File: src/rtl/chip8_video.sv
// CHIP-8 64x32 monochrome frame buffer with a registered pixel read port,
// a row-per-cycle clear engine and an XOR sprite draw engine with collision.
module chip8_video (
    input  logic       clk_in,
    input  logic       rst_in,
    input  logic [5:0] chip8_x_in,
    input  logic [4:0] chip8_y_in,
    output logic       chip8_pixel_out,
    input  logic       clear_in,
    input  logic       draw_start_in,
    input  logic [5:0] draw_x_in,
    input  logic [4:0] draw_y_in,
    input  logic [3:0] draw_n_in,
    output logic       sprite_req_out,
    output logic [3:0] sprite_row_out,
    input  logic       sprite_valid_in,
    input  logic [7:0] sprite_byte_in,
    output logic       busy_out,
    output logic       done_out,
    output logic       collision_out
);

    typedef enum logic [2:0] {
        IDLE,
        CLEAR,
        FETCH,
        WRITE,
        DONE
    } state_t;

    state_t      state;
    state_t      state_next;

    logic [63:0] frame [32];
    logic [4:0]  clr_row;
    logic [5:0]  org_x;
    logic [4:0]  org_y;
    logic [3:0]  rows_n;
    logic [3:0]  row_idx;
    logic [7:0]  sprite_q;

    logic [6:0]  wr_row7;
    logic [4:0]  wr_row;
    logic [6:0]  col7;
    logic [63:0] wr_mask;
    logic        wr_hit;
    logic [4:0]  next_idx;
    logic [6:0]  next_row7;

    // Row/column sums are 7 bits wide so anything past the edge is clipped, not wrapped.
    always_comb begin
        wr_row7   = {2'b00, org_y} + {3'b000, row_idx};
        wr_row    = wr_row7[4:0];
        col7      = '0;
        wr_mask   = '0;
        for (int unsigned c = 0; c < 8; c++) begin
            col7 = {1'b0, org_x} + 7'(c);
            if (col7 < 7'd64 && sprite_q[3'(7 - c)]) begin
                wr_mask[col7[5:0]] = 1'b1;
            end
        end
        wr_hit    = |(frame[wr_row] & wr_mask);
        next_idx  = {1'b0, row_idx} + 5'd1;
        next_row7 = {2'b00, org_y} + {2'b00, next_idx};
    end

    always_ff @(posedge clk_in or negedge rst_in) begin
        if (!rst_in) begin
            state <= IDLE;
        end else begin
            state <= state_next;
        end
    end

    always_comb begin
        state_next = state;
        case (state)
            IDLE: begin
                if (clear_in) begin
                    state_next = CLEAR;
                end else if (draw_start_in) begin
                    state_next = (draw_n_in == 4'd0) ? DONE : FETCH;
                end
            end
            CLEAR: begin
                if (clr_row == 5'd31) begin
                    state_next = DONE;
                end
            end
            FETCH: begin
                if (sprite_valid_in) begin
                    state_next = WRITE;
                end
            end
            WRITE: begin
                if (next_idx < {1'b0, rows_n} && next_row7 <= 7'd31) begin
                    state_next = FETCH;
                end else begin
                    state_next = DONE;
                end
            end
            DONE:    state_next = IDLE;
            default: state_next = IDLE;
        endcase
    end

    assign sprite_req_out = (state == FETCH);
    assign sprite_row_out = row_idx;
    assign busy_out       = (state != IDLE);
    assign done_out       = (state == DONE);

    always_ff @(posedge clk_in or negedge rst_in) begin
        if (!rst_in) begin
            for (int unsigned r = 0; r < 32; r++) begin
                frame[r] <= '0;
            end
            chip8_pixel_out <= 1'b0;
            clr_row         <= '0;
            org_x           <= '0;
            org_y           <= '0;
            rows_n          <= '0;
            row_idx         <= '0;
            sprite_q        <= '0;
            collision_out   <= 1'b0;
        end else begin
            chip8_pixel_out <= frame[chip8_y_in][chip8_x_in];
            case (state)
                IDLE: begin
                    if (clear_in) begin
                        clr_row <= '0;
                    end else if (draw_start_in) begin
                        org_x         <= draw_x_in;
                        org_y         <= draw_y_in;
                        rows_n        <= draw_n_in;
                        row_idx       <= '0;
                        collision_out <= 1'b0;
                    end
                end
                CLEAR: begin
                    frame[clr_row] <= '0;
                    clr_row        <= clr_row + 5'd1;
                end
                FETCH: begin
                    if (sprite_valid_in) begin
                        sprite_q <= sprite_byte_in;
                    end
                end
                WRITE: begin
                    frame[wr_row] <= frame[wr_row] ^ wr_mask;
                    if (wr_hit) begin
                        collision_out <= 1'b1;
                    end
                    row_idx <= next_idx[3:0];
                end
                default: ;
            endcase
        end
    end

endmodule

File: config.mk
export PLATFORM = sky130hd
export DESIGN_NAME = chip8_video
export DESIGN_NICKNAME = d
export VERILOG_FILES = /design/src/rtl/chip8_video.sv
export SDC_FILE = /design/constraint.sdc
export NUM_CORES = 2
export LEC_CHECK = 0
export BUFFER_PORTS_ARGS = -buffer_cell sky130_fd_sc_hd__buf_2
export CAP_MARGIN = 10
export CORE_MARGIN = 2
export CORE_UTILIZATION = 40
export CTS_CLUSTER_SIZE = 28
export DETAILED_ROUTE_END_ITERATION = 16
export PLACE_DENSITY = 0.52
export SLEW_MARGIN = 20
export SYNTH_ARGS = -nofsm -noshare
export SYNTH_HDL_FRONTEND = slang
export SYNTH_SLANG_ARGS = --single-unit
File: constraint.sdc
create_clock -name clk_in -period 5.8 [get_ports clk_in]
set_clock_uncertainty 0.15 [all_clocks]
set_input_delay 0.87 -clock clk_in [delete_from_list [all_inputs] [get_ports clk_in]]
set_output_delay 0.87 -clock clk_in [all_outputs]
set_load 0.01 [all_outputs]
# == Word level (Yosys, flattened, before mapping) ==
# Index checks and enable logic that the tools add are counted.
# word_totals
inputBits,39
elab_cells,197
out_inout_bits,9
regBits,2085
# classes
n_reduce_logical,32
n_lt_le_gt_ge,32
muxes,54
n_eq_ne,12
bitwise_logic,15
addsub,11
# ops
cell,count
$pmux W2048 S2,1
$and A2048 B2048 Y2048,1
$bwmux W2048,1
$not A2048 Y2048,1
$mux W64,14
$bmux W64 S5,2
$demux W64 S5,2
$or A64 B64 Y64,7
$lt A6 B7 Y1 const B,10
$and A64 B64 Y64,1
$reduce_or A64 Y1,1
$xor A64 B64 Y64,1
$lt A7 B7 Y1 const B,7
$demux W1 S6,8
$ge A6 B1 Y1 const B,8
$add A6 B3 Y7 const B,4
$logic_and A1 B1 Y1,19
$ge A6 B6 Y1 const B,3
$mux W3,6
$not A5 Y6,3
$add A6 B2 Y7 const B,2
$lt A6 B1 Y1 const B,2
$mux W1,12
$pmux W3 S4,1
28 further kinds,39

# == Logic depth before layout (Yosys ltp) ==
# logic_depth
depth_word,23
depth_mapped,19
depth_no_buf,17

# == Worst setup path after synthesis ==
# OpenSTA, ideal clock, no wires.
# synth_timing
kind,register -> register
startpoint,"register row_idx[0], in the netlist sprite_row_out[0]"
endpoint,register collision_out
path_slack_ns,1.489
arrival_time_ns,4.040
path_stages_with_launch,16
period_less_slack_ns,4.311
path_buffers,4
setup_ns,0.121
required_time_ns,5.529
path_cell_list,dfrtp_1 ha_1 fa_1 clkbuf_1 clkbuf_1 clkbuf_1 clkbuf_1 mux4_2 a22oi_1 nand4_1 ha_1 nor4_1 nand4_1 nor2_1 nand3_1 a22o_1
# synth_between
elab_chain_len,9
# synth_lines
item,line_no,text
from (decl),39,logic [3:0] row_idx;
from (signal assigned),153,row_idx <= next_idx[3:0];
$add A5 B4 Y5,52,"wr_row7 = {2'b00, org_y} + {3'b000, row_idx};"
$not A5 Y6 (not written as such),62,wr_hit = |(frame[wr_row] & wr_mask);
$bmux W64 S5,62,
$mux W64 (not written as such) (2 in a row),62,
$and A64 B64 Y64,62,
$reduce_or A64 Y1,62,
$ne A2 B2 Y1 (no line),n/a,
$reduce_and A4 Y1 (no line),n/a,
to (signal assigned),124,collision_out <= 1'b0;
to (signal assigned),136,collision_out <= 1'b0;
to (signal assigned),151,collision_out <= 1'b1;
to (decl),20,output logic collision_out
# No other way between the ends. The select of a mux whose other input is x is not followed.
# A chain may end at the register's enable or synchronous reset.

# == Worst setup path in the final report ==
# Same ends and word-level chain as after synthesis.

==> run_results.csv <==
group,metric,value,unit
worst_hold_path,hold_depth,2,
clock_network,cts_buffers,239,
global_route,grt_max_degree,168,
setup_path,start_kind,"flop",
synth,syn_area,111000,µm²
setup_path,worstSetupPathType,"flop to flop",
floorplanning,io_pins,48,
clock_network,htree_levels,4,
power,powerDensity,500,nW/µm²
final_layout,layout_commonest_cell,"dfrtp_1",
synth,async_flop_share,100,%
setup_path,required,6.50,ns
worst_hold_path,min_from,"draw_y_in[1]",
clock_network,clk_path_buf_depth,4,
timing,setup_violations,1,
route,first_iter_violations,15200,
placement,dp_hpwl,342000,µm
global_route,grt_pass1_wl,800000,µm
placement,placed_area,119000,µm²
timing,period_minus_slack,5.86,ns
final_layout,area_growth_syn_to_layout,14.4,%
timing,grt_setup_unrepaired,"no",
floorplanning,core,276000,µm²
setup_path,crit_arrival,6.56,ns
clock_network,clk_pin_slew_worst_paths,0.06,ns
timing,drv_slew,0,
synth,synth.distinct_cells,67,
placement,pre_cts_ws,-0.117,ns
power,peakVddDrop,740,µV
synth,yosys_warnings,0,
route,wl_per_cell,47.5,µm
floorplanning,fp-row-count,193,
final_layout,mostFrequentLayoutCells,"2,085 x dfrtp_1, 2,058 x a22o_1, 912 x mux4_2",
setup_path,path_cells,"ha_1 -> fa_4 -> a21o_1 -> a21oi_2 -> buf_4 -> xor2_4 -> nand2_1 -> nor2_4 -> buf_4 -> a22oi_1 -> nand4_1 -> ha_1 -> nor4_1 -> buf_4 -> nand4_1 -> buf_4 -> nor2_1 -> nand3_1 -> a22o_1",
global_route,gr-total-overflow,0,
timing,max_slew_margin,6.05,%
synth,ys_ff_latch,2085,
placement,routabilityCongestion,0.964,
outcome,status,"finished, violations left",
setup_path,crit_path_max_fanout,13,
setup_path,rrSetupSlack,-0.06,ns
global_route,grt_pass1_vias,93100,
timing,fin_crit_sh,101,%
setup_path,cp_common_cell,"buf_4",
global_route,antenna_found_initial,49,
synth,synth_edf_count,0,
floorplanning,dieArea,282000,µm²
setup_path,end_kind,"flop",
worst_hold_path,whs_endpoint,"org_y[1]",
timing,finalHoldViolCount,0,
route,ant_nets,0,
timing,worstMarginPinSlew,1.40,ns
outcome,violations,"setup timing",
flow_run,cap_violations,0,
floorplanning,start_util,40.2,%
global_route,track_usage,40.3,%
setup_path,reg2reg_to,"collision_out",
synth,syn_area_per_cell,13.0,µm²
clock_network,root_buffer,"clkbuf_16",
route,vias_per_cell,7.83,
final_layout,fin_nets,8482,
clock_network,tritoncts,"built",
synth,ys_seq_area_share,46.9,%
timing,setup_ws,-0.0571,ns
clock_network,clock_sinks,2085,
final_layout,final_cells,12300,
floorplanning,fp.dieW,531,µm
final_layout,drive_above_1_share,24.5,%
synth,synth_fp_nets,8668,
placement,dp_cells,11800,
worst_hold_path,hold_path.class,"input pin to flop",
placement,io_buffer_count,47,
setup_path,max_stage_delay,0.99,ns
floorplanning,die_h,531,µm
synth,syn-instance-count,8542,
timing,fmax,171,MHz
route,vias,96100,
setup_path,cp_slowest_cell,"nor2_4",
route,drc,0,
route,finalWirelength,584000,µm
power,p_leak,0.0550,µW
route,dr.pass1.iters,7,
clock_network,clk_latency,0.96,ns
synth,synthFlopType,"dfrtp_1",
setup_path,regToRegStartpoint,"sprite_row_out[0]",
setup_path,r2r_cells,19,
final_layout,postLayoutCellArea,127000,µm²
## per-layer routing
metal	vias to the layer above	wire length, µm	GRT usage [%]
li1	34500	-	-
met1	50600	210000	51.4
met2	8722	241000	55.5
met3	2282	83900	16.3
met4	34	48000	28.2
met5	-	375	0.557
## flip-flops by register name, summed over array words and instances, names as in the netlist
signal,flops
sprite_row_out,4
state,3
org_y,5
frame,2048
rows_n,4
chip8_pixel_out,1
sprite_q,8
clr_row,5
collision_out,1
org_x,6
## where the power goes
part           internal, µW  leakage (µW)  switching (µW)
clock                  9190       0.00397            6650
sequential            16300        0.0290            1610
combinational          9220        0.0219           20600
total                 34800        0.0550           28800
## worst max path at each step
| stage | startpoint | endpoint | slack (ns) |
|---|---|---|---|
| after global routing | sprite_row_out[0] | collision_out | 0.03 |
| after CTS | sprite_row_out[0] | collision_out | 0.01 |
| final | sprite_row_out[0] | collision_out | -0.06 |
| after detailed placement | sprite_row_out[0] | collision_out | -0.12 |
| after global placement | sprite_row_out[0] | collision_out | -0.21 |
| after floorplan | sprite_row_out[0] | collision_out | 1.49 |
## metrics by stage
step / hold slack [ns] / power [µW] / util (%) / TNS, ns
floorplan: 0.325 / 33800 / - / 0
global placement: 0.344 / 46400 / 43.0 / -0.208
detailed placement: 0.347 / 46500 / 43.0 / -0.117
CTS: 0.000230 / 62200 / 46.0 / 0
global route: 0.0136 / 64600 / 46.0 / 0
finish: 0.0153 / 63600 / 46.0 / -0.0571
## critical path, delay by kind of cell, from the launching register on
family	cells	cell delay [ns]
buffers and inverters	4	1.02
XOR/XNOR	1	0.33
AND/OR/NAND/NOR	7	1.80
flip-flops	1	0.46
adder cells (fa/ha/maj)	3	1.18
AO/OA/AOI/OAI	4	0.80
## Yosys cell counts (20+ instances only)
cell | number | share of area, %
buf_2 | 83 | 0.37
nand2b_1 | 22 | 0.12
a22o_1 | 2058 | 16
buf_6 | 23 | 0.23
dfrtp_1 | 2085 | 47
buf_4 | 37 | 0.25
nand4_1 | 67 | 0.38
nand2_1 | 335 | 1.1
a221oi_1 | 64 | 0.50
o22ai_1 | 173 | 0.97
a211oi_1 | 28 | 0.19
inv_1 | 27 | 0.091
mux2_2 | 35 | 0.35
and3_1 | 20 | 0.11
mux2i_1 | 288 | 2.6
nand3_1 | 78 | 0.35
a31oi_1 | 25 | 0.14
a22oi_1 | 217 | 1.5
o21ai_0 | 96 | 0.43
mux4_2 | 912 | 18
nor3_1 | 63 | 0.28
nor4_1 | 45 | 0.25
o221ai_1 | 128 | 1.0
ha_1 | 86 | 0.97
buf_1 | 145 | 0.49
a21oi_1 | 179 | 0.81
o21ai_1 | 23 | 0.10
clkbuf_1 | 760 | 2.6
nor2_1 | 224 | 0.76
## cell families after synthesis
group | share of synthesized area, %
fa+ha+maj | 0.985
mux | 21.4
flops | 46.9
buf+inv | 4.01
compound gates | 22.6
xor+xnor | 0.228
simple gates | 3.86
## repair_timing
| item | in CTS | in global routing |
|---|---|---|
| endpoints found under the hold margin | 86 | 0 |
| setup buffers | 0 | 0 |
| pin swaps | 0 | 0 |
| hold buffers | 8 | 0 |
| setup endpoints to repair | 1 | 465 |
| resized for setup | 2 | 4 |
## cell type report
type                       instances  area (µm²)
tap                             3705        4640
clock inverter                    81         925
clock buffer                     339        7060
inverter                          29         116
fill                           24500      149000
sequential                      2085       52200
multi-input combinational       5380       55600
timing repair buffer             621        6630
antenna                           40         100
(Power assumes the default switching activity.)
